### config.mk
export PLATFORM = sky130hd
export DESIGN_NAME = bch_t10_next_mat_reader
export DESIGN_NICKNAME = d
export VERILOG_FILES = /design/src/rtl/bch_t10_next_mat_reader.sv
export SDC_FILE = /design/constraint.sdc
export NUM_CORES = 1
export LEC_CHECK = 0
export CAP_MARGIN = 20
export CORE_AREA = 3 3 199 201
export DETAILED_ROUTE_END_ITERATION = 16
export DIE_AREA = 0 0 202 204
export GPL_TIMING_DRIVEN = 0
export PLACE_DENSITY = 0.67
export SETUP_SLACK_MARGIN = 0.2
export SKIP_LAST_GASP = 1
export SLEW_MARGIN = 5
export SYNTH_ARGS = -nofsm -noshare
export SYNTH_HDL_FRONTEND = slang
export SYNTH_SLANG_ARGS = --single-unit
### constraint.sdc
create_clock -name clk_1x -period 3.8 [get_ports clk_1x]
set_clock_uncertainty 0.05 [all_clocks]
set_input_delay 0.95 -clock clk_1x [delete_from_list [all_inputs] [get_ports clk_1x]]
set_output_delay 0.95 -clock clk_1x [all_outputs]
set_load 0.02 [all_outputs]
### src/rtl/bch_t10_next_mat_reader.sv
// Walks the BCH t=10 next-state coefficient ROM once per request and returns
// init XOR (XOR of the rows selected by the feedback vector).
module bch_t10_next_mat_reader #(
  parameter int unsigned NROWS = 20,
  parameter int unsigned AW    = 5,
  parameter int unsigned DW    = 160
) (
  input  logic             clk_1x,
  input  logic             rst_n,
  input  logic             start,
  input  logic [NROWS-1:0] vec_in,
  input  logic [DW-1:0]    init_in,
  output logic             busy,
  output logic             rom_rd_en,
  output logic [AW-1:0]    rom_rdaddr,
  input  logic [DW-1:0]    rom_rd_q,
  output logic [DW-1:0]    result,
  output logic             result_valid
);

  typedef enum logic [1:0] {IDLE, READ, DRAIN, OUT} state_e;

  localparam logic [AW-1:0] LAST_ADDR = AW'(NROWS - 1);

  state_e           state_q, state_d;
  logic [NROWS-1:0] vec_q, vec_d;
  logic [DW-1:0]    acc_q, acc_d;
  logic [AW-1:0]    addr_q, addr_d;
  logic             rd_en_q, rd_en_d;
  logic             tag_v_q, tag_v_d;
  logic             tag_sel_q, tag_sel_d;
  logic             busy_q, busy_d;
  logic [DW-1:0]    result_q, result_d;
  logic             valid_q, valid_d;

  // State and registered outputs
  always_ff @(posedge clk_1x) begin
    if (!rst_n) begin
      state_q   <= IDLE;
      vec_q     <= '0;
      acc_q     <= '0;
      addr_q    <= '0;
      rd_en_q   <= 1'b0;
      tag_v_q   <= 1'b0;
      tag_sel_q <= 1'b0;
      busy_q    <= 1'b0;
      result_q  <= '0;
      valid_q   <= 1'b0;
    end else begin
      state_q   <= state_d;
      vec_q     <= vec_d;
      acc_q     <= acc_d;
      addr_q    <= addr_d;
      rd_en_q   <= rd_en_d;
      tag_v_q   <= tag_v_d;
      tag_sel_q <= tag_sel_d;
      busy_q    <= busy_d;
      result_q  <= result_d;
      valid_q   <= valid_d;
    end
  end

  // Next state; the tag pair tracks the ROM's one-cycle read latency
  always_comb begin
    state_d   = state_q;
    vec_d     = vec_q;
    acc_d     = acc_q;
    addr_d    = addr_q;
    rd_en_d   = 1'b0;
    tag_v_d   = 1'b0;
    tag_sel_d = 1'b0;
    result_d  = result_q;
    valid_d   = 1'b0;

    if (tag_v_q && tag_sel_q) begin
      acc_d = acc_q ^ rom_rd_q;
    end

    unique case (state_q)
      IDLE: begin
        if (start) begin
          vec_d   = vec_in;
          acc_d   = init_in;
          addr_d  = '0;
          rd_en_d = 1'b1;
          state_d = READ;
        end
      end
      READ: begin
        tag_v_d   = 1'b1;
        tag_sel_d = vec_q[addr_q];
        if (addr_q == LAST_ADDR) begin
          state_d = DRAIN;
        end else begin
          addr_d  = addr_q + AW'(1);
          rd_en_d = 1'b1;
        end
      end
      DRAIN: begin
        state_d = OUT;
      end
      OUT: begin
        result_d = acc_q;
        valid_d  = 1'b1;
        state_d  = IDLE;
      end
      default: state_d = IDLE;
    endcase

    busy_d = (state_d != IDLE);
  end

  assign busy         = busy_q;
  assign rom_rd_en    = rd_en_q;
  assign rom_rdaddr   = addr_q;
  assign result       = result_q;
  assign result_valid = valid_q;

endmodule

# == Word-level counts from Yosys, hierarchy flattened ==
# Index checks and enable logic that the tools add are counted.
# word_totals
regBits,352
out_inout_bits,168
wordCells,42
inputBits,343
# op_classes
magnitude_cmp,1
bitwise,1
eq_ne,6
add_sub_neg,1
mux,16
reduce_logical,7
# op_table
operator,count
$mux W160,3
$xor A160 B160 Y160,1
$mux W5,2
$pmux W5 S2,1
$pmux W2 S4,1
$lt A5 B6 Y1 const B,1
$add A5 B1 Y5 const B,1
$bmux W1 S5,1
$eq A5 B5 Y1 const B,1
$mux W1,5
$eq A2 B2 Y1 const B,2
$mux W2,2
$ne A2 B2 Y1 const B,2
$reduce_and A2 Y1,2
$reduce_bool A2 Y1,2
$reduce_and A3 Y1,1
$eq A2 B1 Y1 const B,1
$logic_not A2 Y1,1
$pmux W1 S2,1
$logic_and A1 B1 Y1,1

# == Depth between registers and ports, before layout ==
# Gate-level depths: netlist of run 1.
# depth
word_depth,4
mapped_depth,7
depth_no_buf,4

# == Worst setup path before layout of run 1 ==
# OpenSTA, ideal clock, no wires.
# synth_path
kind,in2reg
startpoint,input port start
endpoint,register acc_q[143]
setup_time_ns,0.086
path_stages,5
arrival_time_ns,1.960
slack_ns,1.705
required_ns,3.664
n_path_buf,3
path_cell_list,or3b_1 buf_2 clkbuf_1 buf_2 a211oi_1
# synth_between
elab_chain_cells,2
# synth_lines
item,line,text
from (decl),10,"input logic start,"
$mux W160,81,if (start) begin
$mux W160,79,unique case (state_q)
to (signal assigned),41,acc_q <= '0;
to (signal assigned),52,acc_q <= acc_d;
to (decl),27,"logic [DW-1:0] acc_q, acc_d;"
# Every way passes these cells.
# A chain may end at the register's enable or synchronous reset.

# == Worst setup path in the final report of run 1 ==
# layout_path
startpoint,input port rst_n
endpoint,register vec_q[11]
# layout_lines
item,line,text
from (decl),9,"input logic rst_n,"
to (signal assigned),51,vec_q <= vec_d;
to (decl),26,"logic [NROWS-1:0] vec_q, vec_d;"
# No word-level cell between the ends.

==> impl_metrics.py, run 1 <==
metrics = {
    "outcome": {
        "status": "complete, no violations",
    },
    "logic_synthesis": {
        "yosys.area.top_type": "dfxtp_1",
        "syn_area_per_cell_um2": 8.27,
        "seq_area_frac_synth_pct": 49.2,
        "syn_area_um2": 14300,
        "synth_common_cells": "364 x nand2_1, 352 x dfxtp_1, 185 x a21oi_1",
        "yosys.cell_types.count": 34,
        "synthArstFlopShare_pct": 0,
        "netlist_instances": 1733,
        "syn_nets": 2077,
        "yosysMostFrequentCell": "nand2_1",
        "ys_seq_elements": 352,
        "yosys-top-cells-area": "dfxtp_1 49%, xor2_1 9.8%, nand2_1 9.5%",
        "synth_edf_count": 0,
        "synthFlopType": "dfxtp_1",
        "ys.warnings.count": 0,
        "synth_top_area_share_pct": 49.2,
    },
    "floorplan": {
        "die_h_um": 204,
        "rows": 71,
        "pin_count": 511,
        "fp.dieW_um": 202,
        "core-area_um2": 37800,
        "start_util_pct": 38.0,
        "dieArea_um2": 41200,
    },
    "global_routing": {
        "grt_pass1_wl_um": 84600,
        "grt_usage_pct": 26.1,
        "grt_overflow": 0,
        "antenna_found_initial": 9,
        "grt_max_degree": 14,
        "grt_pass1_vias": 14598,
    },
    "drt": {
        "routedWlPerCell_um": 19.7,
        "drtPass1Iterations": 5,
        "viasPerCell": 5.03,
        "antenna_left": 0,
        "drt_iter0_drc": 681,
        "totalWireLength_um": 55800,
        "vias": 14235,
        "drc": 0,
    },
    "worst_setup_path": {
        "critical_path.slowest_cell": "clkbuf_1",
        "worst_ep_required_time_ns": 4.11,
        "path_max_fanout": 10,
        "rrSetupSlack_ns": 1.37,
        "r2r_start": "state_q[0]",
        "endpoint": "vec_q[11]",
        "startpoint": "rst_n",
        "r2r_end": "result[140]",
        "cpPeakStageDelay_ns": 0.68,
        "crit_path_frequent_cell": "clkbuf_1",
        "worstSetupPathType": "in2reg",
        "endpoint_kind": "flip-flop",
        "startpoint_type": "primary input",
        "cp_cell_sequence": "clkdlybuf4s50_1 > inv_2 > clkbuf_1 > clkbuf_1 > buf_1 > a21oi_1",
        "critPathArrivalTime_ns": 3.50,
        "reg2reg_depth": 6,
    },
    "placement": {
        "place_hpwl_um": 42600,
        "dpl.cell_count": 2754,
        "portBuffers": 510,
        "gp_congestion": 0.925,
    },
    "cts": {
        "ctsLongestPathBuffers": 3,
        "clock-sinks": 352,
        "cts_tree": "done",
        "clk_latency_ns": 0.51,
        "clk_pin_slew_ns": 0.06,
        "ctsRootBufferMaster": "clkbuf_16",
        "ctsResizeCount": 0,
        "ctsHoldBuffers": 0,
        "htree_levels": 2,
        "cts_made_buffers": 39,
        "post_cts_buffers": 0,
    },
    "power_and_ir_drop": {
        "pwr-share-seq_pct": 45.7,
        "cellPowerDensity_nw_per_um2": 406,
        "swShare_pct": 23.7,
        "internal-power_w": 0.00662,
        "power.leakage_nw": 7.24,
        "power_frac_clock_pct": 43.5,
        "netSwitchingPower_w": 0.00206,
        "combPwrFrac_pct": 10.8,
        "ir_worst_vdd_mv": 0.226,
    },
    "timing": {
        "worstMarginPinSlew_ns": 0.840,
        "fin_tns_setup_ns": 0,
        "slew_headroom_pct": 44.0,
        "rsz0062_at_grt": "false",
        "finalCritPeriodShare_pct": 84.0,
        "timing.fmax_mhz": 313,
        "hold_viol": 0,
        "setup_violations": 0,
        "min_period_ns": 3.19,
        "slew_violations": 0,
    },
    "worst_hold_path": {
        "whs_path_depth": 2,
        "hold_path.class": "reg2reg",
    },
    "finish": {
        "synthToLayoutAreaGrowth_pct": 49.2,
        "nFillCells": 3460,
        "instances_no_fill": 2830,
        "drive_gt1_share_pct": 4.11,
        "final_nets": 2628,
    },
    "flow_run": {
        "cap_violations": 0,
    },
}
## final cells by class
type                    count  area (µm²)  area share [%]
flip-flops and latches    352        7050            33.0
multi-input cells        1225        6660            31.1
repair buffers            510        5100            23.9
clock buffers              56        1160            5.44
well taps                 511         639            2.99
plain buffers             153         614            2.87
clock inverters            14         128           0.597
diodes                      6        15.0          0.0702
inverters                   3        11.3          0.0527
## state kept, by name, indices dropped and copies added (netlist names)
| signal | cells |
|---|---|
| tag_sel_q | 1 |
| rom_rdaddr | 5 |
| acc_q | 160 |
| busy | 1 |
| result_valid | 1 |
| tag_v_q | 1 |
| result | 160 |
| rom_rd_en | 1 |
| vec_q | 20 |
| state_q | 2 |
## placed cells by master (no fill, tap or decap), drive strengths merged
master and instances:
xor2 160, and4 1, dfxtp 352, clkinvlp 3, a31o 1, clkbuf 165
nand2 364, nor2b 2, nor3b 1, inv 3, or4 1, and4bb 1
nor2 162, nand2b 1, nor3 2, o211ai 2, diode 6, o21ai 4
bufinv 2, a211oi 160, a21oi 185, and3b 1, or3 3, nand3 160
clkinv 9, clkdlybuf4s50 510, nand4bb 1, mux4 6, nand3b 1, and2 2
o21a 2, or3b 1, buf 44, ha 1
## worst max-delay path: cells and delay by family
family,cells,cell delay [ns]
buf+inv,5,2.42
compound gates,1,0.11
## kinds of logic (layout without fill, tap and decap cells)
family          count (synthesis)  count (layout)  synth area share (%)
simple gates                  704             704                  20.3
other cells                     0               6                     0
mux                             6               6                  1.02
buf+inv                       156             736                  4.37
compound gates                354             354                  15.3
flops                         352             352                  49.2
xor+xnor                      160             160                  9.78
fa+ha+maj                       1               1                0.0873
## power groups by stage
stage | clock, W | combinational, W | sequential, W
after global placement | 0 | 0.000921 | 0.00404
after CTS | 0.00383 | 0.000940 | 0.00397
final | 0.00378 | 0.000936 | 0.00397
after detailed placement | 0 | 0.000930 | 0.00405
after global routing | 0.00399 | 0.00102 | 0.00399
after floorplan | 0 | 0.000403 | 0.00402
## worst min path at each step
stage,start,to,slack [ns]
5_1_grt,result[25],result[25],0.42
3_3_place_gp,result[148],result[148],0.39
4_1_cts,result[81],result[81],0.40
2_1_floorplan,vec_q[4],vec_q[4],0.38
6_report,result[81],result[81],0.40
3_5_place_dp,result[89],result[89],0.40
## metrics by stage
step | hold slack (ns) | setup slack [ns] | cell area (µm²) | utilization, % | total power (W)
after floorplan | 0.382 | 1.70 | 14300 | - | 0.00442
after global placement | 0.391 | 0.0256 | 20100 | 53.2 | 0.00496
after detailed placement | 0.395 | 0.0535 | 20100 | 53.2 | 0.00498
after CTS | 0.403 | 0.576 | 21400 | 56.6 | 0.00874
after global routing | 0.420 | 0.474 | 21400 | 56.6 | 0.00899
final | 0.404 | 0.610 | 21400 | 56.6 | 0.00868
## routing by layer
metal / up-vias / GRT usage, % / routed length [µm]
met5: - / 0 / 52
met4: 8 / 6.60 / 1440
met3: 87 / 7.61 / 4860
met2: 521 / 45.7 / 27000
met1: 6671 / 31.6 / 22500
li1: 6948 / - / -
Power figures use the tool's default switching activity.
==> run 2: changes to the inputs <==
- clock period: 3.8 -> 3.1 ns (I/O delays scaled with it)
==> impl_metrics.py, run 2 (same netlist as run 1, synthesis figures left out) <==
metrics = {
    "timing": {
        "finalCritPeriodShare_pct": 82.5,
        "hold_viol": 0,
        "slew_violations": 0,
        "rsz0062_at_grt": "false",
        "timing.fmax_mhz": 391,
        "setup_violations": 0,
        "worstMarginPinSlew_ns": 0.846,
        "min_period_ns": 2.56,
        "slew_headroom_pct": 43.6,
    },
    "drt": {
        "viasPerCell": 5.04,
        "wl_met3_um": 4830,
        "totalWireLength_um": 55900,
        "drc": 0,
        "wl_met2_um": 27100,
        "routedWlPerCell_um": 19.8,
        "antenna_left": 0,
        "drt_iter0_drc": 709,
        "drtPass1Iterations": 5,
        "drt-met1-wl_um": 22500,
        "routed.top_layer": "met5",
        "vias": 14260,
    },
    "floorplan": {
        "dieArea_um2": 41200,
        "start_util_pct": 38.0,
        "die_h_um": 204,
        "pin_count": 511,
        "fp.dieW_um": 202,
        "rows": 71,
        "core-area_um2": 37800,
    },
    "placement": {
        "post_dp_cell_area_um2": 20100,
        "gp_congestion": 0.925,
        "place_hpwl_um": 42600,
        "portBuffers": 510,
    },
    "finish": {
        "synthToLayoutAreaGrowth_pct": 49.2,
        "layout_common_cells": "510 x clkdlybuf4s50_1, 364 x nand2_1, 352 x dfxtp_1, 185 x a21oi_1, 162 x nor2_1",
        "final_common_cell": "clkdlybuf4s50_1",
        "multi_input_area_um2": 6660,
        "nFillCells": 3458,
        "drive_gt1_share_pct": 4.24,
        "design_area_um2": 21400,
        "regArea_um2": 7050,
        "final_nets": 2628,
    },
    "worst_setup_path": {
        "reg2reg_depth": 6,
        "crit_path_frequent_cell": "buf_2",
        "path_max_fanout": 10,
        "worstSetupPathType": "in2reg",
        "r2r_start": "tag_sel_q",
        "critical_path.slowest_cell": "clkdlybuf4s50_1",
        "crit_family": "buffers and inverters",
        "rrSetupSlack_ns": 0.65,
        "r2r_end": "acc_q[124]",
        "startpoint": "start",
        "critPathArrivalTime_ns": 2.89,
        "startpoint_type": "primary input",
        "cpPeakStageDelay_ns": 0.49,
        "worst_ep_required_time_ns": 3.43,
        "critical_path_buf_inv_count": 4,
        "endpoint_kind": "flip-flop",
        "cp_cell_sequence": "clkdlybuf4s50_1 > or3b_1 > buf_2 > clkbuf_1 > buf_2 > a211oi_1",
    },
    "worst_hold_path": {
        "hold_path.class": "reg2reg",
        "hp-start": "result[157]",
        "whs_path_depth": 2,
        "holdPathEnd": "result[157]",
    },
    "power_and_ir_drop": {
        "p_total_w": 0.0106,
        "ir_worst_vdd_mv": 0.278,
        "power.leakage_nw": 7.25,
        "cellPowerDensity_nw_per_um2": 498,
    },
    "cts": {
        "clk_latency_ns": 0.51,
        "cts_made_buffers": 39,
        "clk_pin_slew_ns": 0.06,
        "cts_tree": "done",
        "ctsRootBufferMaster": "clkbuf_16",
        "clock-sinks": 352,
        "ctsLongestPathBuffers": 3,
        "htree_levels": 2,
    },
    "flow_run": {
        "cap_violations": 0,
    },
    "outcome": {
        "status": "complete, no violations",
    },
    "global_routing": {
        "grt_pass1_wl_um": 84600,
        "grt_usage_pct": 26.1,
        "grt_overflow": 0,
        "grt_pass1_vias": 14598,
        "antenna_found_initial": 9,
        "grt_max_degree": 14,
    },
}
-- run 2: worst max-delay path by stage --
stage	cells after the start	end
final	6	acc_q[29]
after CTS	6	vec_q[11]
after floorplan	4	tag_sel_q
after detailed placement	6	result[145]
after global routing	6	result[140]
after global placement	6	result[93]
-- run 2: cell type report --
class / count / area share [%]
plain buffers: 153 / 2.89
flip-flops and latches: 352 / 33.0
well taps: 511 / 2.99
repair buffers: 510 / 23.9
clock inverters: 14 / 0.597
multi-input cells: 1225 / 31.1
clock buffers: 56 / 5.44
diodes: 6 / 0.0702
inverters: 3 / 0.0527
-- run 2: metal layers --
layer | vias up | GRT usage, %
li1 | 6949 | -
met4 | 8 | 6.60
met1 | 6695 | 31.6
met2 | 521 | 45.7
met3 | 87 | 7.61
met5 | - | 0
-- run 2: stage by stage --
step / setup slack [ns] / setup TNS, ns / hold slack [ns] / utilization [%] / cells
2_1_floorplan: 1.15 / 0 / 0.382 / - / 1733
3_3_place_gp: -0.499 / -69.87 / 0.391 / 53.2 / 2754
3_5_place_dp: -0.471 / -63.52 / 0.395 / 53.2 / 2754
4_1_cts: 0.289 / 0 / 0.403 / 56.6 / 2824
5_1_grt: 0.378 / 0 / 0.420 / 56.6 / 2826
6_report: 0.542 / 0 / 0.403 / 56.6 / 2830
-- run 2: tightest hold or removal path: cells and delay by family (launching register included) --
kind            cells  cell delay, ns
flops               1            0.31
simple gates        1            0.05
compound gates      1            0.05
-- run 2: timing repair --
item	4_1_cts	5_1_grt
hold buffers	0	0
endpoints found under the setup margin	158	4
buffers inserted	0	0
resized for setup	2	2
-- run 2: power by group --
group	switching, W	total, W	internal (W)
logic	0.000529	0.00115	0.000619
clock network	0.00186	0.00464	0.00278
registers	0.000140	0.00487	0.00473
total	0.00253	0.0106	0.00812
==> run 3: changes to the inputs <==
- PLACE_DENSITY: 0.67 -> 0.69
- clock period: 3.1 -> 2.1 ns (I/O delays scaled with it)
==> impl_metrics.py, run 3 (same netlist as run 1, synthesis figures left out) <==
metrics = {
    "outcome": {
        "status": "complete, no violations",
    },
    "global_routing": {
        "grt_usage_pct": 25.5,
        "grt_max_degree": 14,
        "grt_overflow": 0,
        "antenna_found_initial": 10,
        "grt_pass1_wl_um": 82700,
        "grt_pass1_vias": 14320,
    },
    "finish": {
        "synthToLayoutAreaGrowth_pct": 51.6,
        "final_util_pct": 57.6,
        "layout_common_cells": "363 x nand2_1, 349 x dfxtp_1, 342 x clkdlybuf4s50_1, 185 x a21oi_1, 162 x nor2_1",
        "instances_no_fill": 2828,
        "final_common_cell": "nand2_1",
        "final_nets": 2629,
        "nFillCells": 3456,
        "drive_gt1_share_pct": 10.4,
    },
    "worst_setup_path": {
        "rrSetupSlack_ns": 0.25,
        "critPathArrivalTime_ns": 2.25,
        "path_max_fanout": 10,
        "r2r_start": "state_q[1]",
        "startpoint": "start",
        "worst_ep_required_time_ns": 2.47,
        "endpoint_kind": "flip-flop",
        "startpoint_type": "primary input",
        "worstSetupPathType": "in2reg",
    },
    "worst_hold_path": {
        "hold_path.class": "reg2reg",
        "hp-start": "result[156]",
    },
    "drt": {
        "vias": 14277,
        "drtPass1Iterations": 5,
        "drc": 0,
        "drt_iter0_drc": 675,
        "antenna_left": 0,
        "routedWlPerCell_um": 19.6,
        "viasPerCell": 5.05,
        "totalWireLength_um": 55300,
    },
    "cts": {
        "ctsLongestPathBuffers": 3,
        "cts_made_buffers": 39,
        "clk_pin_slew_ns": 0.06,
        "cts_tree": "done",
        "htree_levels": 2,
        "ctsRootBufferMaster": "clkbuf_16",
        "clk_latency_ns": 0.51,
        "ctsHoldBuffers": 0,
        "clock-sinks": 352,
    },
    "timing": {
        "slew_headroom_pct": 56.7,
        "timing.fmax_mhz": 532,
        "hold_viol": 0,
        "hold_slack_ns": 0.400,
        "setup_violations": 0,
        "min_period_ns": 1.88,
        "worstMarginPinSlew_ns": 0.650,
        "slew_violations": 0,
        "finalCritPeriodShare_pct": 89.5,
        "rsz0062_at_grt": "true",
    },
    "floorplan": {
        "die_h_um": 204,
        "rows": 71,
        "start_util_pct": 38.0,
        "dieArea_um2": 41200,
        "fp.dieW_um": 202,
        "core-area_um2": 37800,
        "pin_count": 511,
    },
    "power_and_ir_drop": {
        "ir_worst_vdd_mv": 0.474,
        "cellPowerDensity_nw_per_um2": 744,
        "p_total_w": 0.0162,
        "power.leakage_nw": 8.36,
    },
    "placement": {
        "portBuffers": 510,
        "gp_congestion": 0.873,
        "dpl.cell_count": 2754,
        "place_hpwl_um": 41900,
    },
    "flow_run": {
        "cap_violations": 0,
    },
}
==> run 3: final timing paths <==
path	endpoint	depth (start not counted)
worst min-delay path	result[156]	2
worst max register to register	acc_q[36]	6
worst max-delay path	acc_q[36]	6
worst min register to register	result[156]	2
==> run 3: repair_timing <==
item | CTS | global route
setup endpoints to repair | 518 | 335
resized for setup | 268 | 120
gates cloned | 0 | 0
buffers inserted | 1 | 0
pin swaps | 0 | 1
==> run 3: per-stage QoR <==
stage | area, µm² | setup TNS [ns] | worst slack (ns)
after floorplan | 14300 | 0 | 0.227
after global placement | 20100 | -294.25 | -1.24
after global routing | 21700 | 0 | 0.189
final | 21700 | 0 | 0.220
after CTS | 21400 | 0 | 0.201
after detailed placement | 20100 | -300.76 | -1.24
==> run 3: final cells by class <==
cell class	count	area [µm²]	area share, %
Inverter	3	11.3	0.0518
Clock buffer	59	1200	5.54
Clock inverter	10	153	0.703
Timing Repair Buffer	511	4900	22.6
Sequential cell	352	7050	32.4
Multi-Input combinational cell	1225	6960	32.0
Antenna cell	4	10.0	0.0461
Buffer	153	801	3.69
Tap cell	511	639	2.94
==> run 3: layer usage <==
metal,global-route usage [%],up-vias,wire length [µm],part of all wire (%)
met1,30.9,6680,22300,40
met5,0,-,90,0.16
li1,-,6959,-,-
met4,7.55,12,1600,2.9
met2,44.1,523,26600,48
met3,7.45,103,4710,8.5
==> run 3: power breakdown <==
part           internal [W]  switching, W  total, W
clock network       0.00444       0.00271   0.00715
registers           0.00698      0.000211   0.00719
logic              0.000984      0.000835   0.00182
total                0.0124       0.00376    0.0162
==> run 3: worst max-delay path: stages <==
cell,delay (ns)
clkdlybuf4s50_1,0.50
or3b_4,0.40
buf_6,0.18
clkbuf_8,0.21
buf_4,0.21
a211oi_1,0.23
